**src/rtl/apb_master_if.sv**
```systemverilog
// Command/response handshake plus APB bus wires shared by apb_master and its environment.
// The master modport is the apb_master view; slave is the view of whoever drives commands and models the slaves.
interface apb_master_if;
    logic       cmd_valid;
    logic       cmd_ready;
    logic       cmd_write;
    logic [7:0] cmd_addr;
    logic [7:0] cmd_wdata;
    logic       rsp_valid;
    logic [7:0] rsp_rdata;
    logic       rsp_err;
    logic       PSEL1;
    logic       PSEL2;
    logic       PENABLE;
    logic       PWRITE;
    logic [7:0] PADDR;
    logic [7:0] PWDATA;
    logic [7:0] PRDATA;
    logic       PREADY;

    modport master (
        input  cmd_valid, cmd_write, cmd_addr, cmd_wdata, PRDATA, PREADY,
        output cmd_ready, rsp_valid, rsp_rdata, rsp_err,
        output PSEL1, PSEL2, PENABLE, PWRITE, PADDR, PWDATA
    );

    modport slave (
        output cmd_valid, cmd_write, cmd_addr, cmd_wdata, PRDATA, PREADY,
        input  cmd_ready, rsp_valid, rsp_rdata, rsp_err,
        input  PSEL1, PSEL2, PENABLE, PWRITE, PADDR, PWDATA
    );
endinterface

```
**src/rtl/apb_master.sv**
```systemverilog
// APB master, IDLE/SETUP/ACCESS, one command at a time; rsp_valid 3 cycles after accept with a zero-wait slave.
// cmd_ready only in IDLE, so commands stall while the slave holds PREADY low; APB_MASTER_TIMEOUT_EN adds an abort watchdog.
module apb_master #(
    parameter int TIMEOUT_CYCLES = 16
) (
    input  logic        PCLK,
    input  logic        PRESETn,
    apb_master_if.master bus
);

    localparam logic [1:0] IDLE   = 2'd0;
    localparam logic [1:0] SETUP  = 2'd1;
    localparam logic [1:0] ACCESS = 2'd2;

    logic [1:0] state;
    logic       psel1_q;
    logic       psel2_q;
    logic       penable_q;
    logic       pwrite_q;
    logic [7:0] paddr_q;
    logic [7:0] pwdata_q;
    logic       rsp_vld_q;
    logic [7:0] rsp_rdata_q;
    logic       limit_hit;

`ifdef APB_MASTER_TIMEOUT_EN
    localparam logic [7:0] WAIT_LIMIT = 8'(TIMEOUT_CYCLES - 1);

    logic [7:0] wait_cnt;
    logic       err_q;

    // Abort on the edge that ends the TIMEOUT_CYCLES-th stalled ACCESS cycle.
    assign limit_hit = (wait_cnt == WAIT_LIMIT);

    always_ff @(posedge PCLK) begin
        if (!PRESETn) begin
            wait_cnt <= 8'h00;
            err_q    <= 1'b0;
        end else if (state == SETUP) begin
            wait_cnt <= 8'h00;
        end else if (state == ACCESS) begin
            if (bus.PREADY || limit_hit) begin
                err_q <= !bus.PREADY;
            end else begin
                wait_cnt <= wait_cnt + 8'd1;
            end
        end
    end

    assign bus.rsp_err = err_q;
`else
    assign limit_hit   = 1'b0;
    assign bus.rsp_err = 1'b0;
`endif

    always_ff @(posedge PCLK) begin
        if (!PRESETn) begin
            state       <= IDLE;
            psel1_q     <= 1'b0;
            psel2_q     <= 1'b0;
            penable_q   <= 1'b0;
            pwrite_q    <= 1'b0;
            paddr_q     <= 8'h00;
            pwdata_q    <= 8'h00;
            rsp_vld_q   <= 1'b0;
            rsp_rdata_q <= 8'h00;
        end else begin
            rsp_vld_q <= 1'b0;
            case (state)
                IDLE: begin
                    if (bus.cmd_valid) begin
                        state    <= SETUP;
                        pwrite_q <= bus.cmd_write;
                        paddr_q  <= bus.cmd_addr;
                        pwdata_q <= bus.cmd_wdata;
                        psel1_q  <= bus.cmd_addr[7];
                        psel2_q  <= !bus.cmd_addr[7];
                    end
                end
                SETUP: begin
                    state     <= ACCESS;
                    penable_q <= 1'b1;
                end
                ACCESS: begin
                    // PREADY wins over the watchdog when both land on the same edge.
                    if (bus.PREADY || limit_hit) begin
                        state       <= IDLE;
                        psel1_q     <= 1'b0;
                        psel2_q     <= 1'b0;
                        penable_q   <= 1'b0;
                        rsp_vld_q   <= 1'b1;
                        rsp_rdata_q <= (bus.PREADY && !pwrite_q) ? bus.PRDATA : 8'h00;
                    end
                end
                default: begin
                    state     <= IDLE;
                    psel1_q   <= 1'b0;
                    psel2_q   <= 1'b0;
                    penable_q <= 1'b0;
                end
            endcase
        end
    end

    assign bus.cmd_ready = (state == IDLE);
    assign bus.rsp_valid = rsp_vld_q;
    assign bus.rsp_rdata = rsp_rdata_q;
    assign bus.PSEL1     = psel1_q;
    assign bus.PSEL2     = psel2_q;
    assign bus.PENABLE   = penable_q;
    assign bus.PWRITE    = pwrite_q;
    assign bus.PADDR     = paddr_q;
    assign bus.PWDATA    = pwdata_q;

endmodule
```
**src/flat_wrapper.sv**
```systemverilog
// flat-port wrapper written by rule: the top's interface ports become plain ports
module apb_master_flat 
#(
    parameter int TIMEOUT_CYCLES = 16
)
  (PCLK, PRESETn, bus_cmd_valid, bus_cmd_write, bus_cmd_addr, bus_cmd_wdata, bus_PRDATA, bus_PREADY, bus_cmd_ready, bus_rsp_valid, bus_rsp_rdata, bus_rsp_err, bus_PSEL1, bus_PSEL2, bus_PENABLE, bus_PWRITE, bus_PADDR, bus_PWDATA);
  apb_master_if bus_i ();
  input  logic PCLK;
  input  logic PRESETn;
  input wire logic [$bits(bus_i.cmd_valid)-1:0] bus_cmd_valid;
  input wire logic [$bits(bus_i.cmd_write)-1:0] bus_cmd_write;
  input wire logic [$bits(bus_i.cmd_addr)-1:0] bus_cmd_addr;
  input wire logic [$bits(bus_i.cmd_wdata)-1:0] bus_cmd_wdata;
  input wire logic [$bits(bus_i.PRDATA)-1:0] bus_PRDATA;
  input wire logic [$bits(bus_i.PREADY)-1:0] bus_PREADY;
  output wire logic [$bits(bus_i.cmd_ready)-1:0] bus_cmd_ready;
  output wire logic [$bits(bus_i.rsp_valid)-1:0] bus_rsp_valid;
  output wire logic [$bits(bus_i.rsp_rdata)-1:0] bus_rsp_rdata;
  output wire logic [$bits(bus_i.rsp_err)-1:0] bus_rsp_err;
  output wire logic [$bits(bus_i.PSEL1)-1:0] bus_PSEL1;
  output wire logic [$bits(bus_i.PSEL2)-1:0] bus_PSEL2;
  output wire logic [$bits(bus_i.PENABLE)-1:0] bus_PENABLE;
  output wire logic [$bits(bus_i.PWRITE)-1:0] bus_PWRITE;
  output wire logic [$bits(bus_i.PADDR)-1:0] bus_PADDR;
  output wire logic [$bits(bus_i.PWDATA)-1:0] bus_PWDATA;
  assign bus_i.cmd_valid = bus_cmd_valid;
  assign bus_i.cmd_write = bus_cmd_write;
  assign bus_i.cmd_addr = bus_cmd_addr;
  assign bus_i.cmd_wdata = bus_cmd_wdata;
  assign bus_i.PRDATA = bus_PRDATA;
  assign bus_i.PREADY = bus_PREADY;
  assign bus_cmd_ready = bus_i.cmd_ready;
  assign bus_rsp_valid = bus_i.rsp_valid;
  assign bus_rsp_rdata = bus_i.rsp_rdata;
  assign bus_rsp_err = bus_i.rsp_err;
  assign bus_PSEL1 = bus_i.PSEL1;
  assign bus_PSEL2 = bus_i.PSEL2;
  assign bus_PENABLE = bus_i.PENABLE;
  assign bus_PWRITE = bus_i.PWRITE;
  assign bus_PADDR = bus_i.PADDR;
  assign bus_PWDATA = bus_i.PWDATA;
  apb_master #(.TIMEOUT_CYCLES(TIMEOUT_CYCLES)) u_core (.PCLK(PCLK), .PRESETn(PRESETn), .bus(bus_i));
endmodule
```
**config.mk**
```make
export PLATFORM = sky130hd
export DESIGN_NAME = apb_master_flat
export DESIGN_NICKNAME = d
export VERILOG_FILES = /design/src/rtl/apb_master_if.sv /design/src/rtl/apb_master.sv /design/src/flat_wrapper.sv
export SDC_FILE = /design/constraint.sdc
export NUM_CORES = 1
export LEC_CHECK = 0
export BUFFER_PORTS_ARGS = -buffer_cell sky130_fd_sc_hd__buf_4
export CAP_MARGIN = 20
export CORE_MARGIN = 8
export CORE_UTILIZATION = 30
export CTS_CLUSTER_DIAMETER = 30
export CTS_CLUSTER_SIZE = 8
export DETAILED_ROUTE_END_ITERATION = 7
export PLACE_DENSITY = 0.53
export SLEW_MARGIN = 20
export SYNTH_ARGS = -nofsm -noshare
export SYNTH_HDL_FRONTEND = slang
export SYNTH_SLANG_ARGS = --single-unit
```
**constraint.sdc**
```tcl
create_clock -name PCLK -period 3.6 [get_ports PCLK]
set_input_delay 1.08 -clock PCLK [delete_from_list [all_inputs] [get_ports PCLK]]
set_output_delay 1.08 -clock PCLK [all_outputs]
set_load 0.03 [all_outputs]
```
# Word level (Yosys, flattened, before mapping)
# Index checks and enable logic that the tools add are counted.
word_totals:
  ff_bits: 31
  input_bits: 29
  elab_cells: 36
classes:
  n_eq_ne: 4
  n_reduce_logical: 10
  mux: 11
  n_bitwise: 2
ops:
  columns: ["operator", "n"]
  rows:
  - ["$reduce_and 2->1", 5]
  - ["$pmux 1 s3", 3]
  - ["$mux 8", 1]
  - ["$pmux 2 s3", 1]
  - ["$mux 1", 4]
  - ["$mux 2", 2]
  - ["$ne 2x2->1 const B", 2]
  - ["$reduce_and 3->1", 1]
  - ["$eq 2x1->1 const B", 1]
  - ["$eq 2x2->1 const B", 1]
  - ["$logic_not 1->1", 2]
  - ["$logic_not 2->1", 1]
  - ["$not 1->1", 2]
  - ["$logic_and 1x1->1", 1]

# Depth between registers and ports, before layout
# Gate-level depths: netlist (run 1).
logic_depth:
  word_depth: 3
  depth_mapped: 6
  mapped_depth_nobuf: 3

# Worst setup path before layout (run 1)
# No wires, ideal clock.
synth_timing:
  path_type: "input port to flip-flop"
  from: "input port bus_cmd_valid"
  to: "register u_core.paddr_q[0] (netlist: u_core.bus.PADDR[0])"
  path_stages: 5
  t_required_ps: 3468
  path_slack_ps: 1676
  t_arrival_ps: 1792
  n_path_buf: 2
  path_cell_list: "or3b_1 -> buf_6 -> buf_8 -> nand2_1 -> a21oi_1"
synth_via:
  elab_chain_cells: 1
synth_lines:
  columns: ["item", "line", "text"]
  rows:
  - ["start: declaration", "flat_wrapper.sv:10", "input wire logic [$bits(bus_i.cmd_valid)-1:0] bus_cmd_valid;"]
  - ["$reduce_and 2->1 (no source line)", null, null]
  - ["end signal: assignment", "apb_master.sv:74", "paddr_q <= bus.cmd_addr;"]
  - ["end: declaration", "apb_master.sv:20", "logic [7:0] paddr_q;"]
# No other way between the ends.
# A chain may end at the register's enable or synchronous reset.

# Worst setup path after layout (run 1)
layout_timing:
  from: "register u_core.state[1]"
  to: "output port bus_cmd_ready"
layout_via:
  elab_chain_cells: 1
layout_lines:
  columns: ["item", "line", "text"]
  rows:
  - ["start: declaration", "apb_master.sv:15", "logic [1:0] state;"]
  - ["start signal: assignment", "apb_master.sv:58", "state <= IDLE;"]
  - ["start signal: assignment", "apb_master.sv:72", "state <= SETUP;"]
  - ["start signal: assignment", "apb_master.sv:81", "state <= ACCESS;"]
  - ["$logic_not 2->1", "apb_master.sv:105", "assign bus.cmd_ready = (state == IDLE);"]
  - ["end: declaration", "flat_wrapper.sv:16", "output wire logic [$bits(bus_i.cmd_ready)-1:0] bus_cmd_ready;"]
# No other way between the ends.

==> results of run 1 <==
-- path summary, 6_finish.rpt --
| path | from | to | slack [ns] |
|---|---|---|---|
| setup / recovery | u_core.state[1]$_SDFFE_PN0P_ | bus_cmd_ready | 1.46 |
| hold / removal | u_core.bus.PWDATA[4]$_SDFFE_PN0P_ | u_core.bus.PWDATA[4]$_SDFFE_PN0P_ | 0.46 |
| setup reg to reg | u_core.state[1]$_SDFFE_PN0P_ | u_core.bus.rsp_rdata[4]$_SDFFE_PN0P_ | 2.10 |
| hold reg to reg | u_core.bus.PWDATA[4]$_SDFFE_PN0P_ | u_core.bus.PWDATA[4]$_SDFFE_PN0P_ | 0.46 |
-- through the flow --
| step | utilization [%] | setup WS, ns | power [W] |
|---|---|---|---|
| finish | 45.5 | 1.46 | 0.000796 |
| global route | 45.5 | 1.39 | 0.000836 |
| CTS | 45.5 | 1.46 | 0.000811 |
| detailed placement | 42.8 | 1.19 | 0.000515 |
| global placement | 42.8 | 1.23 | 0.000513 |
| floorplan | - | 1.68 | 0.000461 |
-- routing by layer --
layer / share of wire, % / up-vias / GRT usage [%] / wire length, um
met5: 0 / - / 0 / 0
met4: 0.34 / 0 / 3.40 / 11
met3: 13 / 2 / 7.26 / 404
met2: 43 / 55 / 15.4 / 1390
met1: 44 / 479 / 11.5 / 1390
li1: - / 525 / - / -
-- critical path, delay by kind of cell (launching register included) --
family / cells / cell delay (ns)
buf+inv: 1 / 0.18
flops: 1 / 0.54
simple gates: 1 / 0.07
-- cells in the mapped netlist (all sizes together) --
cell type | n | share of area, %
conb | 1 | 0.33
inv | 2 | 0.66
o21a | 1 | 0.66
nor2 | 3 | 1.0
o211a | 1 | 0.88
o21ai | 3 | 1.3
clkbuf | 2 | 0.66
or3b | 1 | 0.77
and4b | 1 | 0.88
nor4b | 1 | 0.77
a22o | 8 | 6.2
nand3 | 1 | 0.44
nand2 | 34 | 11
a21oi | 18 | 8.0
dfxtp | 31 | 55
buf | 7 | 5.8
nor3b | 1 | 1.7
a31oi | 3 | 1.7
and2 | 1 | 0.55
nor2b | 3 | 1.7
-- kinds of logic (layout without fill, tap and decap cells) --
group | Yosys count | in the layout | synth area share [%]
buffers and inverters | 11 | 68 | 7.08
flip-flops | 31 | 31 | 54.9
AND/OR/NAND/NOR | 46 | 46 | 19.0
other | 1 | 1 | 0.332
AO/OA/AOI/OAI | 34 | 34 | 18.7
-- flip-flops by register name, summed over array words and instances (netlist names), 2 cells and up --
name	count
u_core.bus.PADDR	8
u_core.bus.rsp_rdata	8
u_core.state	2
u_core.bus.PWDATA	8
-- final cells by class --
class	count	area share [%]
flip-flops and latches	31	37.5
repair buffers	58	26.3
multi-input cells	81	26.0
clock buffers	8	6.05
well taps	48	3.63
inverters	2	0.454
-- power by group --
part / internal, W / switching, W / total [W]
clock: 0.000174 / 0.000116 / 0.000290
sequential: 0.000361 / 0.0000127 / 0.000374
combinational: 0.0000555 / 0.0000769 / 0.000132
total: 0.000591 / 0.000206 / 0.000796
==> reports/results.txt, run 1 <==
Vias in the first global route: 1041
Avg Cell Area, Syn: 9.20 um2
Worst-path cell chain: nor2_1 > buf_4
GPL Wtd Cong: 0.681
CTS clk-pin slew, worst paths: 0.06 ns
# nets final: 208
Status: finished, final reports clean
Initial Utilization: 31.1%
Final Max Slew Viols: 0
# hold bufs at CTS: 0
Multi-input gate area: 430 um2
Io pins: 60
Share of cells above drive strength 1: 36.7%
Distinct cells, synth: 23
Dpl cell area: 1550 um2
CP max-delay cell: dfxtp_1
Num CTS Buffers: 5
Synth Register Bits: 31
Leakage: 0.757 nW
Commonest non-fill, non-tap cell in the layout: buf_4
Peak Freq: 466 MHz
Startpoint Class: flop
Post-Place Cells: 220
Max Root-Sink Buffers: 2
Register area share after synthesis: 54.9%
Core box area: 3630 um2
CTS sink count: 31
Final count of hold timing violations: 0
Rows: 22
PortBufs: 58
Power Density: 482 nW/um2
Routed vias/inst: 4.65
Remaining antenna violation count: 0
H-tree depth: 2
Diode count: 0
Mapped cell area: 1130 um2
Later-pin clock latency in the skew report: 0.27 ns
Worst Reg-to-Reg Cells: 3
PostCTS Resize Cnt: 0
Mapped Nets: 152
RSZ-0062 raised after global routing: false
Final setup violation count: 0
Worst hold stages: 2
DRC viols: 0
Total GRT Usage: 10.4%
Slew Limit Headroom: 54.5%
CTS tree: done
Hold Slack: 0.455 ns
Final std cells w/o fill: 228
Fin area: 1650 um2
Area delta synth->final: 46.2%
Crit share post-route: 59.6%
Worst-path fanout max: 10
Die area: 5990 um2
Worst min path class: flop to flop
Global-route wire length before repair: 5.04 mm
CP peak stage delay: 0.54 ns
Detailed placement HPWL: 2.43 mm
DRT Pass-1 Iters: 5
Max Cap Violations: 0
CTS root buf: clkbuf_8
Crit path time final: 2.14 ns
Commonest cells after routing, fill and taps aside: 58 x buf_4, 34 x nand2_1, 31 x dfxtp_1, 18 x a21oi_1, 8 x a22o_1
Register area: 621 um2
Mapped Cells: 123
Largest net degree at the start of global routing: 22
TNS Setup: 0 ns
Data required time of the worst path: 2.52 ns
Layout Skew: 0.00432 ns
Via count: 1061
Routed wire length per instance: 14.0 um
Fill cells: 383
Crit end category: output pin
Die extent in y: 77.4 um
Congestion Overflow GR: 0
Die W: 77.4 um
Antenna violations before repair: 0
Setup bufs post-CTS: 0
Worst Path Arrival: 1.06 ns
Synth warn: 0
WL final: 3.20 mm
Worst slew pin tran: 0.682 ns
CP Class: flop to output pin
Initial DRC Count: 55
Maximum vdd drop: 0.000235 V
No activity file was read; power rests on OpenSTA's default activity.
==> run 2: changes to the inputs <==
--- a/config.mk
+++ b/config.mk
@@ -12,7 +12,7 @@
 export CTS_CLUSTER_DIAMETER = 30
 export CTS_CLUSTER_SIZE = 8
 export DETAILED_ROUTE_END_ITERATION = 7
-export PLACE_DENSITY = 0.53
+export PLACE_DENSITY = 0.55
 export SLEW_MARGIN = 20
 export SYNTH_ARGS = -nofsm -noshare
 export SYNTH_HDL_FRONTEND = slang
==> constraint.sdc (replaced) <==
create_clock -name PCLK -period 1.87 [get_ports PCLK]
set_input_delay 0.561 -clock PCLK [delete_from_list [all_inputs] [get_ports PCLK]]
set_output_delay 0.561 -clock PCLK [all_outputs]
set_load 0.03 [all_outputs]
==> run 2 against run 1 <==
Compared with the run above:
- sequential power rose by 93%
- worst setup slack lost 1.2 ns
- count of clock-buffer cells in the layout unchanged
- critical path type unchanged
==> reports/results.txt, run 2 (synthesis gave the netlist of run 1 again) <==
Status: finished, final reports clean
Diode count: 0
Congestion Overflow GR: 0
Fill cells: 373
Die extent in y: 77.4 um
Initial DRC Count: 39
Worst min path class: flop to flop
CP peak stage delay: 0.51 ns
CP Class: flop to output pin
GPL Wtd Cong: 0.743
Commonest cells after routing, fill and taps aside: 60 x buf_4, 34 x nand2_1, 31 x dfxtp_1, 18 x a21oi_1, 8 x a22o_1
Max Root-Sink Buffers: 2
PostCTS Resize Cnt: 0
Maximum vdd drop: 0.000393 V
Routed vias/inst: 4.58
Crit path time final: 1.61 ns
Final count of hold timing violations: 0
Data required time of the worst path: 1.31 ns
Leakage: 0.767 nW
Vias in the first global route: 1069
Hold Slack: 0.460 ns
Setup bufs post-CTS: 0
Largest net degree at the start of global routing: 21
Final setup violation count: 0
Worst path top cell family by delay: flip-flops
Power Density: 924 nW/um2
Share of cells above drive strength 1: 37.4%
Num CTS Buffers: 5
Area delta synth->final: 47.6%
Routed wire length per instance: 13.7 um
Crit end category: output pin
H-tree depth: 2
Via count: 1053
DRT Pass-1 Iters: 4
PortBufs: 58
# hold bufs at CTS: 0
RSZ-0062 raised after global routing: false
Slew Limit Headroom: 44.6%
TNS Setup: 0 ns
Layout Skew: 0.00638 ns
# nets final: 210
Rows: 22
Later-pin clock latency in the skew report: 0.28 ns
Core box area: 3630 um2
Initial Utilization: 31.1%
Worst slew pin tran: 0.827 ns
Worst-path cell chain: nor2_1 > buf_4
Remaining antenna violation count: 0
Register area: 621 um2
CP max-delay cell: dfxtp_1
Max Cap Violations: 0
Commonest non-fill, non-tap cell in the layout: buf_4
Detailed placement HPWL: 2.45 mm
Worst Path Buf+Inv: 1
Die area: 5990 um2
CTS tree: done
Global-route wire length before repair: 5.20 mm
Io pins: 60
WL final: 3.15 mm
Final Max Slew Viols: 0
Worst-path fanout max: 9
Die W: 77.4 um
CTS clk-pin slew, worst paths: 0.06 ns
Total GRT Usage: 10.7%
Peak Freq: 620 MHz
Startpoint Class: flop
Antenna violations before repair: 0
DRC viols: 0
Crit share post-route: 86.3%
CTS sink count: 31
CTS root buf: clkbuf_8
Worst Path Arrival: 1.05 ns
Multi-input gate area: 430 um2
run 2: cell types whose count changed in the layout (fill, tap and decap cells not counted), sizes merged:
| cell | previous run | this run |
|---|---|---|
| buf | 58 | 60 |
run 2: final timing paths:
| path | slack, ns | depth (start not counted) | startpoint | to |
|---|---|---|---|---|
| min | 0.46 | 2 | u_core.bus.PADDR[5]$_SDFFE_PN0P_ | u_core.bus.PADDR[5]$_SDFFE_PN0P_ |
| max reg2reg | 0.27 | 3 | u_core.state[0]$_SDFFE_PN0P_ | u_core.bus.rsp_rdata[4]$_SDFFE_PN0P_ |
| min reg2reg | 0.46 | 2 | u_core.bus.PADDR[5]$_SDFFE_PN0P_ | u_core.bus.PADDR[5]$_SDFFE_PN0P_ |
| max | 0.26 | 2 | u_core.state[0]$_SDFFE_PN0P_ | bus_cmd_ready |
run 2: metrics by stage:
| step | area (um2) | instances | util [%] | power, W | setup WS, ns |
|---|---|---|---|---|---|
| 2_1_floorplan | 1130 | 123 | - | 0.000887 | 0.465 |
| 3_3_place_gp | 1570 | 222 | 43.2 | 0.000992 | 0.245 |
| 3_5_place_dp | 1570 | 222 | 43.2 | 0.000996 | 0.179 |
| 4_1_cts | 1670 | 230 | 45.9 | 0.00157 | 0.250 |
| 5_1_grt | 1670 | 230 | 45.9 | 0.00162 | 0.155 |
| 6_report | 1670 | 230 | 45.9 | 0.00154 | 0.257 |
run 2: metal layers:
layer | GRT usage (%) | part of all wire [%] | vias to the layer above
li1 | - | - | 526
met1 | 12.4 | 46 | 473
met2 | 16.4 | 44 | 49
met3 | 4.95 | 8.6 | 5
met4 | 5.09 | 1.5 | 0
met5 | 0 | 0 | -
run 2: final cells by class:
| cell class | count | area share, % |
|---|---|---|
| well taps | 48 | 3.60 |
| repair buffers | 60 | 27.0 |
| multi-input cells | 81 | 25.8 |
| flip-flops and latches | 31 | 37.2 |
| inverters | 2 | 0.450 |
| clock buffers | 8 | 6.00 |
run 2: where the power goes:
| group | total [W] | internal (W) | leakage, nW | switching (W) |
|---|---|---|---|---|
| Clock | 0.000563 | 0.000335 | 0.0515 | 0.000228 |
| Sequential | 0.000720 | 0.000695 | 0.253 | 0.0000244 |
| Combinational | 0.000260 | 0.000111 | 0.462 | 0.000149 |
run 2: worst reg2reg max path, cell delays in order, from the launching register on:
cell and delay [ns]:
dfxtp_1 0.51, inv_1 0.14, a31oi_1 0.62, a22o_1 0.26
